**config.mk**
```make
export PLATFORM = sky130hd
export DESIGN_NAME = imem_read_arbiter
export DESIGN_NICKNAME = d
export VERILOG_FILES = /design/src/rtl/imem_read_arbiter.sv
export SDC_FILE = /design/constraint.sdc
export NUM_CORES = 1
export LEC_CHECK = 0
export BUFFER_PORTS_ARGS = -buffer_cell sky130_fd_sc_hd__buf_4
export CAP_MARGIN = 0
export CORE_MARGIN = 1.5
export CORE_UTILIZATION = 39
export DETAILED_ROUTE_END_ITERATION = 10
export GPL_ROUTABILITY_DRIVEN = 1
export PLACE_DENSITY = 0.89
export SYNTH_ARGS = -nofsm -noshare
export SYNTH_HDL_FRONTEND = slang
export SYNTH_SLANG_ARGS = --single-unit
```
**constraint.sdc**
```tcl
create_clock -name clk -period 2.1 [get_ports clk]
set_input_delay 0.42 -clock clk [delete_from_list [all_inputs] [get_ports clk]]
set_output_delay 0.42 -clock clk [all_outputs]
set_load 0.05 [all_outputs]
```
**src/rtl/imem_read_arbiter.sv**
```systemverilog
// Two-requester read arbiter for the instruction-memory AXI read port.
// Define IMEM_ARB_RR_EN to alternate grants on simultaneous requests.
`ifndef ADDR_WIDTH
`define ADDR_WIDTH 26
`endif
`ifndef DATA_WIDTH
`define DATA_WIDTH 32
`endif

module imem_read_arbiter #(
  parameter int ADDR_W = `ADDR_WIDTH,
  parameter int DATA_W = `DATA_WIDTH,
  parameter int LEN_W  = 5
) (
  input  logic              clk,
  input  logic              rst,
  input  logic [ADDR_W-1:0] m0_araddr,
  input  logic [LEN_W-1:0]  m0_arlen,
  input  logic              m0_arvalid,
  output logic              m0_arready,
  output logic [DATA_W-1:0] m0_rdata,
  output logic              m0_rvalid,
  output logic              m0_rlast,
  input  logic [ADDR_W-1:0] m1_araddr,
  input  logic [LEN_W-1:0]  m1_arlen,
  input  logic              m1_arvalid,
  output logic              m1_arready,
  output logic [DATA_W-1:0] m1_rdata,
  output logic              m1_rvalid,
  output logic              m1_rlast,
  output logic [ADDR_W-1:0] s_araddr,
  output logic [LEN_W-1:0]  s_arlen,
  output logic [3:0]        s_arid,
  output logic              s_arvalid,
  input  logic              s_arready,
  input  logic [DATA_W-1:0] s_rdata,
  input  logic [3:0]        s_rid,
  input  logic              s_rvalid,
  input  logic              s_rlast,
  output logic              s_rready,
  output logic              busy,
  output logic              grant
);

  localparam logic [1:0] IDLE = 2'd0;
  localparam logic [1:0] ADDR = 2'd1;
  localparam logic [1:0] DATA = 2'd2;

  logic [1:0]        state_q, state_d;
  logic [ADDR_W-1:0] addr_q, addr_d;
  logic [LEN_W-1:0]  len_q, len_d;
  logic [LEN_W-1:0]  cnt_q, cnt_d;
  logic              grant_q, grant_d;
  logic              win;
  logic              any_req;
  logic              hit;
  logic              done;
  logic [LEN_W-1:0]  len_eff;
  logic [LEN_W-1:0]  cnt_inc;

  assign any_req = m0_arvalid | m1_arvalid;

`ifdef IMEM_ARB_RR_EN
  // Resets to 1 so the first tie after reset goes to m0.
  logic rr_last_q, rr_last_d;

  always_comb begin
    win = ~m0_arvalid;
    if (m0_arvalid && m1_arvalid) win = ~rr_last_q;
  end

  always_comb begin
    rr_last_d = rr_last_q;
    if (state_q == IDLE && any_req) rr_last_d = win;
  end

  always_ff @(posedge clk) begin
    if (rst) rr_last_q <= 1'b1;
    else     rr_last_q <= rr_last_d;
  end
`else
  assign win = ~m0_arvalid;
`endif

  assign len_eff = (len_q == '0) ? LEN_W'(1) : len_q;
  assign cnt_inc = cnt_q + LEN_W'(1);
  assign hit     = (state_q == DATA) && s_rvalid &&
                   (s_rid == {3'b000, grant_q});
  assign done    = hit && ((cnt_inc == len_eff) || s_rlast);

  always_comb begin
    state_d = state_q;
    addr_d  = addr_q;
    len_d   = len_q;
    cnt_d   = cnt_q;
    grant_d = grant_q;
    unique case (state_q)
      IDLE: begin
        if (any_req) begin
          grant_d = win;
          addr_d  = win ? m1_araddr : m0_araddr;
          len_d   = win ? m1_arlen : m0_arlen;
          state_d = ADDR;
        end
      end
      ADDR: begin
        if (s_arready) begin
          cnt_d   = '0;
          state_d = DATA;
        end
      end
      DATA: begin
        if (done)     state_d = IDLE;
        else if (hit) cnt_d = cnt_inc;
      end
      default: state_d = IDLE;
    endcase
  end

  always_ff @(posedge clk) begin
    if (rst) begin
      state_q <= IDLE;
      addr_q  <= '0;
      len_q   <= '0;
      cnt_q   <= '0;
      grant_q <= 1'b0;
    end else begin
      state_q <= state_d;
      addr_q  <= addr_d;
      len_q   <= len_d;
      cnt_q   <= cnt_d;
      grant_q <= grant_d;
    end
  end

  assign s_arvalid = (state_q == ADDR);
  assign s_araddr  = addr_q;
  assign s_arlen   = len_q;
  assign s_arid    = {3'b000, grant_q};
  assign s_rready  = 1'b1;

  assign m0_arready = s_arvalid && s_arready && !grant_q;
  assign m1_arready = s_arvalid && s_arready && grant_q;

  assign m0_rdata  = s_rdata;
  assign m1_rdata  = s_rdata;
  assign m0_rvalid = hit && !grant_q;
  assign m1_rvalid = hit && grant_q;
  assign m0_rlast  = done && !grant_q;
  assign m1_rlast  = done && grant_q;

  assign busy  = (state_q != IDLE);
  assign grant = grant_q;

endmodule
```
# == Word-level counts from Yosys, hierarchy flattened ==
# Index checks and enable logic that the tools add are counted.
# op_classes
addsub,1
n_eq_ne,9
mux,11
n_bitwise,2
reduce_logical,19
# op_table
op,n
2-to-1 mux 26 bit,1
2-to-1 mux 5 bit,5
logical AND 1 bit,10
one-hot mux 5 bit (2 select lines),1
inequality test 2 bit (second input constant),4
2-to-1 mux 2 bit,3
one-hot mux 2 bit (3 select lines),1
adder 5 x 1 -> 5 bit (second input constant),1
== test 5 bit,1
zero test 5 bit,1
== test 4 x 1 -> 1 bit,1
AND reduction 4 bit,1
nonzero test 2 bit,2
AND reduction 3 bit,1
== test 2 x 1 -> 1 bit (second input constant),1
== test 2 bit (second input constant),1
zero test 2 bit,1
inequality test 2 x 1 -> 1 bit (second input constant),1
AND reduction 2 bit,1
zero test 1 bit,1
logical OR 1 bit,1
inverter 1 bit,1
bitwise OR 1 bit,1
# word_totals
ff_bits,39
inputBits,105
output_inout_bits,109
elab_cells,47

# == Depth between registers and ports, before layout ==
# Gate-level depths: netlist (run 1).
# depth
depth_word,7
depth_mapped,6
depth_no_buf,6

# == Worst setup path after synthesis (run 1) ==
# OpenSTA, ideal clock, no wires.
# synth_path
path_kind,reg-to-output
startpoint,"register grant_q, in the netlist grant"
endpoint,output m0_rlast
t_arrival_ns,2.551
required_ns,1.680
setup_slack_ns,-0.871
stages_incl_launch_ff,5
path_buffers,1
path_cell_list,dfxtp_1 clkbuf_1 xor2_1 or3_1 nor3b_1
# synth_between
elab_chain_cells,4
elab_cells_between_ends,5
cone_classes,1 x eq/ne; 4 x reduce/logical
# synth_lines
item,line,rtl
start: declaration,53,"logic grant_q, grant_d;"
start signal: assignment,132,grant_q <= grant_d;
== test 4 x 1 -> 1 bit,88,"(s_rid == {3'b000, grant_q});"
logical AND 1 bit,87,assign hit = (state_q == DATA) && s_rvalid &&
logical AND 1 bit,89,assign done = hit && ((cnt_inc == len_eff) || s_rlast);
logical AND 1 bit (*),149,assign m0_rlast = done && !grant_q;
end: declaration,23,"output logic m0_rlast,"
# Mark *: on every way between the ends. The rest lies on a longest branch, timed or not.

# == Final worst setup path (run 1) ==
# layout_path
startpoint,input s_rid[2]
endpoint,output m0_rlast
# layout_between
elab_chain_cells,4
# layout_lines
item,line,rtl
start: declaration,37,"input logic [3:0] s_rid,"
== test 4 x 1 -> 1 bit,88,
logical AND 1 bit,87,
logical AND 1 bit,89,
logical AND 1 bit,149,
# Every way passes these cells.

==> results of run 1 <==
## flip-flops by register name (all words and copies together), names as in the netlist
name      flops
s_araddr     26
grant         1
s_arlen       5
state_q       2
cnt_q         5
## tightest hold or removal path: stages
cell and delay (ps):
buf_4 120, inv_1 40, a21oi_1 50, nor2_1 70
## cell usage in the layout, fill, tap and decap left out, types with 2 or more instances in the layout
cell / synthesis / routed
buf_4: 69 / 122
nor2_1: 37 / 35
mux2i_1: 34 / 34
a211oi_1: 32 / 32
dfxtp_1: 39 / 31
nand2_1: 9 / 9
dfxtp_2: 0 / 8
buf_6: 0 / 6
o211ai_1: 5 / 5
clkbuf_8: 0 / 5
nand3_1: 4 / 4
conb_1: 2 / 4
inv_1: 3 / 3
xor2_1: 3 / 3
xnor2_1: 3 / 3
a21oi_1: 3 / 3
o2111ai_1: 3 / 3
nor2_2: 1 / 2
nor3_1: 2 / 2
nor3b_1: 3 / 2
or2_2: 2 / 2
## per-layer routing
metal	GRT usage, %	wire length (um)
met5	0	0
met4	4.85	95
met3	5.17	488
met2	30.8	3030
met1	16.0	2060
## cells by family after synthesis
family / Yosys count / share of synthesized area, %
other: 2 / 0.300
buffers and inverters: 88 / 23.9
XOR/XNOR: 6 / 2.10
flip-flops: 39 / 31.2
AND/OR/NAND/NOR: 72 / 14.5
multiplexers: 34 / 13.6
adder cells (fa/ha/maj): 1 / 0.500
AO/OA/AOI/OAI: 47 / 13.9
## power breakdown
part           internal (uW)  leakage (uW)  switching, uW
Combinational            342       0.00113            566
Clock                    348     0.0000513            238
Sequential               824      0.000326           54.7
## through the flow
step	TNS, ps	hold slack [ps]	util (%)	total power (uW)
3_5_place_dp	-414	491	49.3	1790
5_1_grt	-558	479	52.5	2500
4_1_cts	-324	452	52.1	2400
6_report	-258	467	52.5	2370
3_3_place_gp	-348	477	49.3	1770
2_1_floorplan	-330	465	-	1800
## area by class of cell
type	count	share of cell area (%)
Tap cell	75	2.95
Timing Repair Buffer	129	31.4
Clock inverter	1	0.944
Multi-Input combinational cell	164	37.2
Clock buffer	6	2.28
Inverter	3	0.354
Sequential cell	39	24.9
## repair_timing
action	4_1_cts	5_1_grt
resized for setup	13	3
buffers inserted	2	2
pin swaps	6	4
setup endpoints to repair	4	4
endpoints found under the hold margin	0	0
gates cloned	0	0
## path summary, 6_finish.rpt
check                                               from                  endpoint  slack, ps  cells after the start
worst max-delay path                            s_rid[2]                  m0_rlast       -130                      5
worst max register to register     cnt_q[1]$_SDFFE_PP0P_     cnt_q[2]$_SDFFE_PP0P_        320                      8
worst min register to register  s_araddr[0]$_SDFFE_PP0P_  s_araddr[0]$_SDFFE_PP0P_        500                      2
worst min-delay path                           s_arready   state_q[0]$_SDFFE_PP0P_        470                      4
==> metrics, run 1 <==
unrepaired setup endpoints after global routing true; failing checks setup timing; Yosys top cell area share around 31%; pre-CTS WS -189 ps; DRC 0; H-tree level count 2; Register Area 791 um^2; Post-Syn Area per Cell between 8 and 9 um^2; gr ovfl total 0; top cells by instance count after synthesis buf_4, dfxtp_1, nor2_1; # IOs 214; TritonRoute pass-1 iters 4; Bufs and invs on worst path 2; sequential-to-total area share from yosys stat a little under a third; Global Route Usage Sum 15.9%; pwr dens between 700 and 800 mW/mm^2; Layout Nets 448; period utilization 106%; worst skew pair latency between 200 and 300 ps; most frequent cell after synthesis buf_4; Fin. Hold Viols 0; Layout Cells excl Fill 417; signal arrival time at the worst endpoint 1810 ps; layout cells sized above 1 46.5%; CP most frequent cell buf_6; first-pass GRT wire length just over 9000 um; Reg clk slew, reported paths 60 ps; CTS Sinks 39; First DRT Iteration DRCs 37; post-route design area 0.00318 mm^2; CP max-delay cell or4b_4; pin count of the biggest net entering global routing 40; CP Class in2out; row cnt 28; status finished, violations left; clock root buffer master clkbuf_8; fill count 566; CP peak stage delay 540 ps; Antenna Violating Nets Remaining 0; placed cell count about 410; Vias/cell 5.07; Leak 0.00150 uW; critical path's top delay family simple AND/OR/NAND/NOR gates; Tmin final 2230 ps; yosys warns 0; crit-path cells buf_6, or4b_4, or3_4, nor3b_4, buf_6; Detail Placement HPWL 4490 um; PnR worst setup slack -130 ps; prevailing post-synth register cell dfxtp_1; PortBufs 113; RePlAce Congestion between 0.8 and 0.9; WL final 5680 um; Die H a little over 80 um; Layout area overhead 27.2%; CTS Buffer Depth 2; WL/cell ~14 um; # setup viols final 4; highest clock rate 448 MHz; Yosys cell types 37; chip width 83.1 um; min-delay worst type in2reg; MaxCap Viol Count 0; maximum vdd drop 0.365 mV; Vias 2,115; TritonCTS Buffers 5; kind of end point of the critical path output port; asr flop ratio synth 0%; number of global-route vias before repair 2,083; CP Max Fanout 2; max-slew violations 0; Area contributors post-synth dfxtp_1, buf_4, mux2i_1, a211oi_1, nor2_1; initial antenna violation count 0; DP Area 0.00299 mm^2; core area 0.00606 mm^2; n_diodes 0; Seq cells post-synth 39; CTS tree built; Critical Path RT 1680 ps; Gate Count Post-Synth 289; die area 0.00690 mm^2; Multi-input gate area 0.00118 mm^2; number of flops mapped to enable cells by yosys 0; Hold-fix buffers, CTS 0; Synth area leader dfxtp_1; clock skew 7.13 ps; initial core utilization 41.3%; Post-Syn Area 0.00250 mm^2; Startpoint Class input pin
Note: power is estimated with default switching activity, not from simulation.
==> run 2: changes to the inputs <==
==> constraint.sdc (replaced) <==
create_clock -name clk -period 2.12 [get_ports clk]
set_input_delay 0.212 -clock clk [delete_from_list [all_inputs] [get_ports clk]]
set_output_delay 0.212 -clock clk [all_outputs]
set_load 0.05 [all_outputs]
==> run 2 against run 1 <==
Net effect: register-to-register slack better by 120 ps; design area fell by 4.2%; the run now ends clean; critical endpoint unchanged; sequential power shrank 0.6%; global-route usage is 0.39 points lower; setup slack better by 230 ps; hold slack got worse by 210 ps; total power fell by 6.6%; combinational power is 4.1% lower; core utilization decreased by 2.2 points; wire length is 1.7% lower; critical path depth increased by 1; flip-flop and latch count is the same; highest routed layer unchanged.
==> metrics, run 2 (synthesis results as in run 1) <==
Leak 0.00143 uW; # setup viols final 0; CP peak stage delay 360 ps; Layout Nets between 400 and 500; most frequent cells in the layout buf_4, nor2_1, dfxtp_1; min-delay worst type in2reg; First DRT Iteration DRCs 47; TritonCTS Buffers 5; initial antenna violation count 0; WL final 5580 um; chip width 83.1 um; Worst Hold Margin 256 ps; post-layout util about half; Hold Crit Start m1_arvalid; crit-path cells nor4_2, or3_1, nand4_2, o21ai_2, nor3b_4, buf_6; initial core utilization 41.3%; max-slew violations 0; Register Area 788 um^2; PortBufs 113; clock skew 10.4 ps; CTS tree built; CP Class reg2out; Critical Path Start s_arlen[1]$_SDFFE_PP0P_; Layout area overhead 21.9%; Startpoint Class flop; Bufs and invs on worst path 1; CTS Sinks 39; row cnt 28; layout cells sized above 1 42.6%; fill count 556; MaxCap Viol Count 0; CP max-delay cell dfxtp_1; commonest non-fill, non-tap cell in the layout buf_4; Reg clk slew, reported paths ~70 ps; Critical Path RT 1910 ps; number of flip-flops in the largest register 26; Detail Placement HPWL 4380 um; Fin. Hold Viols 0; clock root buffer master clkbuf_8; CP Max Fanout 4; CTS Buffer Depth 2; TritonRoute pass-1 iters 4; pin count of the biggest net entering global routing 40; # IOs 214; Die H 83.1 um; unrepaired setup endpoints after global routing true; signal arrival time at the worst endpoint 1810 ps; core area a little over 0.006 mm^2; worst skew pair latency 280 ps; pwr dens 727 mW/mm^2; period utilization 95.1%; worst r2r src s_arlen[2]$_SDFFE_PP0P_; WL/cell between 10 and 15 um; Antenna Violating Nets Remaining 0; DRC 0; gr ovfl total 0; Multi-input gate area 0.00117 mm^2; Vias 2,071; Hold-fix buffers, CTS 0; status completed; highest clock rate 496 MHz; H-tree level count 2; first-pass GRT wire length 8890 um; maximum vdd drop ~0.34 mV; critical path's top delay family simple AND/OR/NAND/NOR gates; number of global-route vias before repair a little over 2,000; RePlAce Congestion approximately 0.8; kind of end point of the critical path output port; Final TNS setup 0 ps; n_diodes 0; Vias/cell 5.08; Global Route Usage Sum 15.5%; Tmin final 2020 ps; die area 0.00690 mm^2
[run 2: worst register-to-register path, delay by kind of cell, from the launching register on]
| kind | cells | cell delay [ps] |
|---|---|---|
| AOI/OAI and AO/OA | 1 | 240 |
| DFF | 1 | 490 |
| and+or+nand+nor | 3 | 540 |
| muxes | 1 | 190 |
| buffers and inverters | 1 | 150 |
[run 2: power by group]
| part | switching [uW] | total, uW | internal [uW] |
|---|---|---|---|
| clock | 244 | 474 | 230 |
| sequential | 60.7 | 874 | 813 |
| combinational | 548 | 871 | 322 |
| total | 853 | 2220 | 1360 |
[run 2: repair_timing]
item,CTS,global route
endpoints found under the setup margin,2,2
setup buffers,2,0
pin swaps,2,1
gates resized for setup,4,5
[run 2: stage by stage]
stage                     total power [uW]  setup WS [ps]  instances  area [um^2]
after floorplan                       1780           9.79        291         2530
after global placement                1730            194        398         2920
after detailed placement              1750            168        398         2920
after CTS                             2250           33.0        408         3030
after global routing                  2340          -6.30        408         3050
final                                 2220            103        408         3050
[run 2: path summary, 6_finish.rpt]
path	end	cells past startpoint	slack, ps
worst max-delay path	m0_rlast	6	100
worst min-delay path	grant$_SDFFE_PP0P_	3	260
worst max register to register	cnt_q[1]$_SDFFE_PP0P_	6	440
worst min register to register	s_araddr[24]$_SDFFE_PP0P_	2	500
[run 2: cell type report]
| type | count | area share [%] |
|---|---|---|
| clock inverters | 2 | 0.410 |
| well taps | 75 | 3.08 |
| inverters | 3 | 0.369 |
| repair buffers | 119 | 29.4 |
| clock buffers | 6 | 2.38 |
| flip-flops and latches | 39 | 25.9 |
| multi-input cells | 164 | 38.5 |
[run 2: metal layers]
| metal | part of all wire, % | vias up | GRT usage [%] |
|---|---|---|---|
| met5 | 0 | - | 0 |
| met4 | 3.0 | 0 | 8.33 |
| met3 | 6.6 | 21 | 5.67 |
| met2 | 53 | 83 | 29.0 |
| met1 | 37 | 943 | 14.7 |
| li1 | - | 1024 | - |
==> run 3: changes to the inputs <==
--- a/config.mk
+++ b/config.mk
@@ -6,12 +6,14 @@
 export NUM_CORES = 1
 export LEC_CHECK = 0
 export BUFFER_PORTS_ARGS = -buffer_cell sky130_fd_sc_hd__buf_4
-export CAP_MARGIN = 0
+export CELL_PAD_IN_SITES_DETAIL_PLACEMENT = 0
+export CELL_PAD_IN_SITES_GLOBAL_PLACEMENT = 2
+export CORE_ASPECT_RATIO = 1.5
 export CORE_MARGIN = 1.5
-export CORE_UTILIZATION = 39
+export CORE_UTILIZATION = 19
 export DETAILED_ROUTE_END_ITERATION = 10
 export GPL_ROUTABILITY_DRIVEN = 1
-export PLACE_DENSITY = 0.89
+export PLACE_DENSITY = 0.87
 export SYNTH_ARGS = -nofsm -noshare
 export SYNTH_HDL_FRONTEND = slang
 export SYNTH_SLANG_ARGS = --single-unit
==> run 3 against run 2 <==
Net effect: critical path depth increased by 1; final cell count increased by 21%; first-iteration DRC count decreased by 4.3%; clock skew decreased by 2.5 ps; die area increased by 100%; combinational power increased by 3.9%; sequential share of layout area decreased by 1.7 points; via count decreased by 0.63%; critical path type unchanged; critical endpoint unchanged; highest routed layer unchanged.
==> metrics, run 3 (synthesis results as in run 1) <==
clock root buffer master clkbuf_16; maximum vdd drop 0.315 mV; number of flip-flops in the largest register 26; H-tree level count 2; Layout area overhead 30.7%; pin count of the biggest net entering global routing 46; clock skew 7.91 ps; First DRT Iteration DRCs 45; row cnt 51; most frequent cells in the layout buf_4, nor2_1, dfxtp_1; post-layout util 25.4%; Startpoint Class flop; kind of end point of the critical path output port; DRC 0; Antenna Violating Nets Remaining 0; Layout Nets 442; TritonRoute pass-1 iters 4; PortBufs between 100 and 150; CP peak stage delay ~370 ps; critical path's top delay family flip-flops; crit-path cells ha_4, xor2_1, o211ai_1, mux2i_1, o21ai_2, nor3b_4, buf_6; pwr dens between 800 and 900 mW/mm^2; Reg clk slew, reported paths 60 ps; Vias/cell 4.16; Die H 144 um; gr ovfl total 0; Multi-input gate area 0.00117 mm^2; signal arrival time at the worst endpoint 1810 ps; Leak 0.00149 uW; number of global-route vias before repair 1,991; layout cells sized above 1 43.2%; Global Route Usage Sum 9.58%; CTS Buffer Depth 2; CP max-delay cell dfxtp_4; initial antenna violation count 0; Final TNS setup 0 ps; CP Class reg2out; max-slew violations 0; die area 0.0139 mm^2; MaxCap Viol Count 0; Detail Placement HPWL 5410 um; Critical Path RT 1910 ps; Worst Hold Margin 249 ps; highest clock rate roughly 490 MHz; status completed; RePlAce Congestion ~0.78; n_diodes 0; unrepaired setup endpoints after global routing false; # IOs around 210; # setup viols final 0; initial core utilization between 10% and 20%; r2r setup slk 440 ps; core area 0.0129 mm^2; CP Max Fanout 7; WL final 6930 um; Bufs and invs on worst path 1; period utilization ~95%; Hold-fix buffers, CTS 0; commonest non-fill, non-tap cell in the layout buf_4; CTS tree built; worst skew pair latency 280 ps; TritonCTS Buffers 5; Vias around 2,100; CTS Sinks 39; Fin. Hold Viols 0; chip width between 90 and 100 um; first-pass GRT wire length 10,400 um; Register Area a little under 800 um^2; Tmin final 2020 ps; fill count 1,449; WL/cell 14.0 um; min-delay worst type in2reg
## run 3: area by class of cell
type	instances	area share, %
multi-input cells	164	35.7
repair buffers	123	28.8
flip-flops and latches	39	24.1
well taps	159	6.09
clock buffers	5	3.83
clock inverters	2	1.15
inverters	3	0.345
## run 3: metrics by stage
step / setup slack [ps] / area, um^2 / std cells / total power (uW)
2_1_floorplan: 9.79 / 2530 / 291 / 1780
3_3_place_gp: 169 / 3060 / 486 / 1780
3_5_place_dp: 130 / 3060 / 486 / 1790
4_1_cts: 19.5 / 3250 / 495 / 2680
5_1_grt: 9.96 / 3270 / 495 / 2760
6_report: 97.5 / 3270 / 495 / 2620
## run 3: path summary, 6_finish.rpt
check | startpoint | endpoint | cells after the start
max | cnt_q[0]$_SDFFE_PP0P_ | m0_rlast | 7
min | m1_arvalid | grant$_SDFFE_PP0P_ | 3
max reg2reg | cnt_q[3]$_SDFFE_PP0P_ | cnt_q[2]$_SDFFE_PP0P_ | 6
min reg2reg | s_araddr[25]$_SDFFE_PP0P_ | s_araddr[25]$_SDFFE_PP0P_ | 2
## run 3: power by group
| part | total, uW | switching, uW | leakage (uW) | internal [uW] |
|---|---|---|---|---|
| clock | 845 | 297 | 0.0000759 | 548 |
| combinational | 905 | 568 | 0.00109 | 337 |
| sequential | 867 | 52.8 | 0.000325 | 814 |
## run 3: repair_timing
action	in CTS	in global routing
resized for setup	4	4
buffers inserted	2	0
gates cloned	0	0
pin swaps	2	0
endpoints found under the setup margin	2	2
hold endpoints to repair	0	0
## run 3: worst min-delay path, stage by stage
cell and delay (ps):
buf_4 110, a21oi_1 110, a211oi_1 50
## run 3: routing by layer
layer	global-route usage (%)	up-vias	wire (um)
met5	0	-	0
met4	8.01	0	408
met3	2.14	49	483
met2	16.6	72	3450
met1	9.88	907	2590
li1	-	1030	-
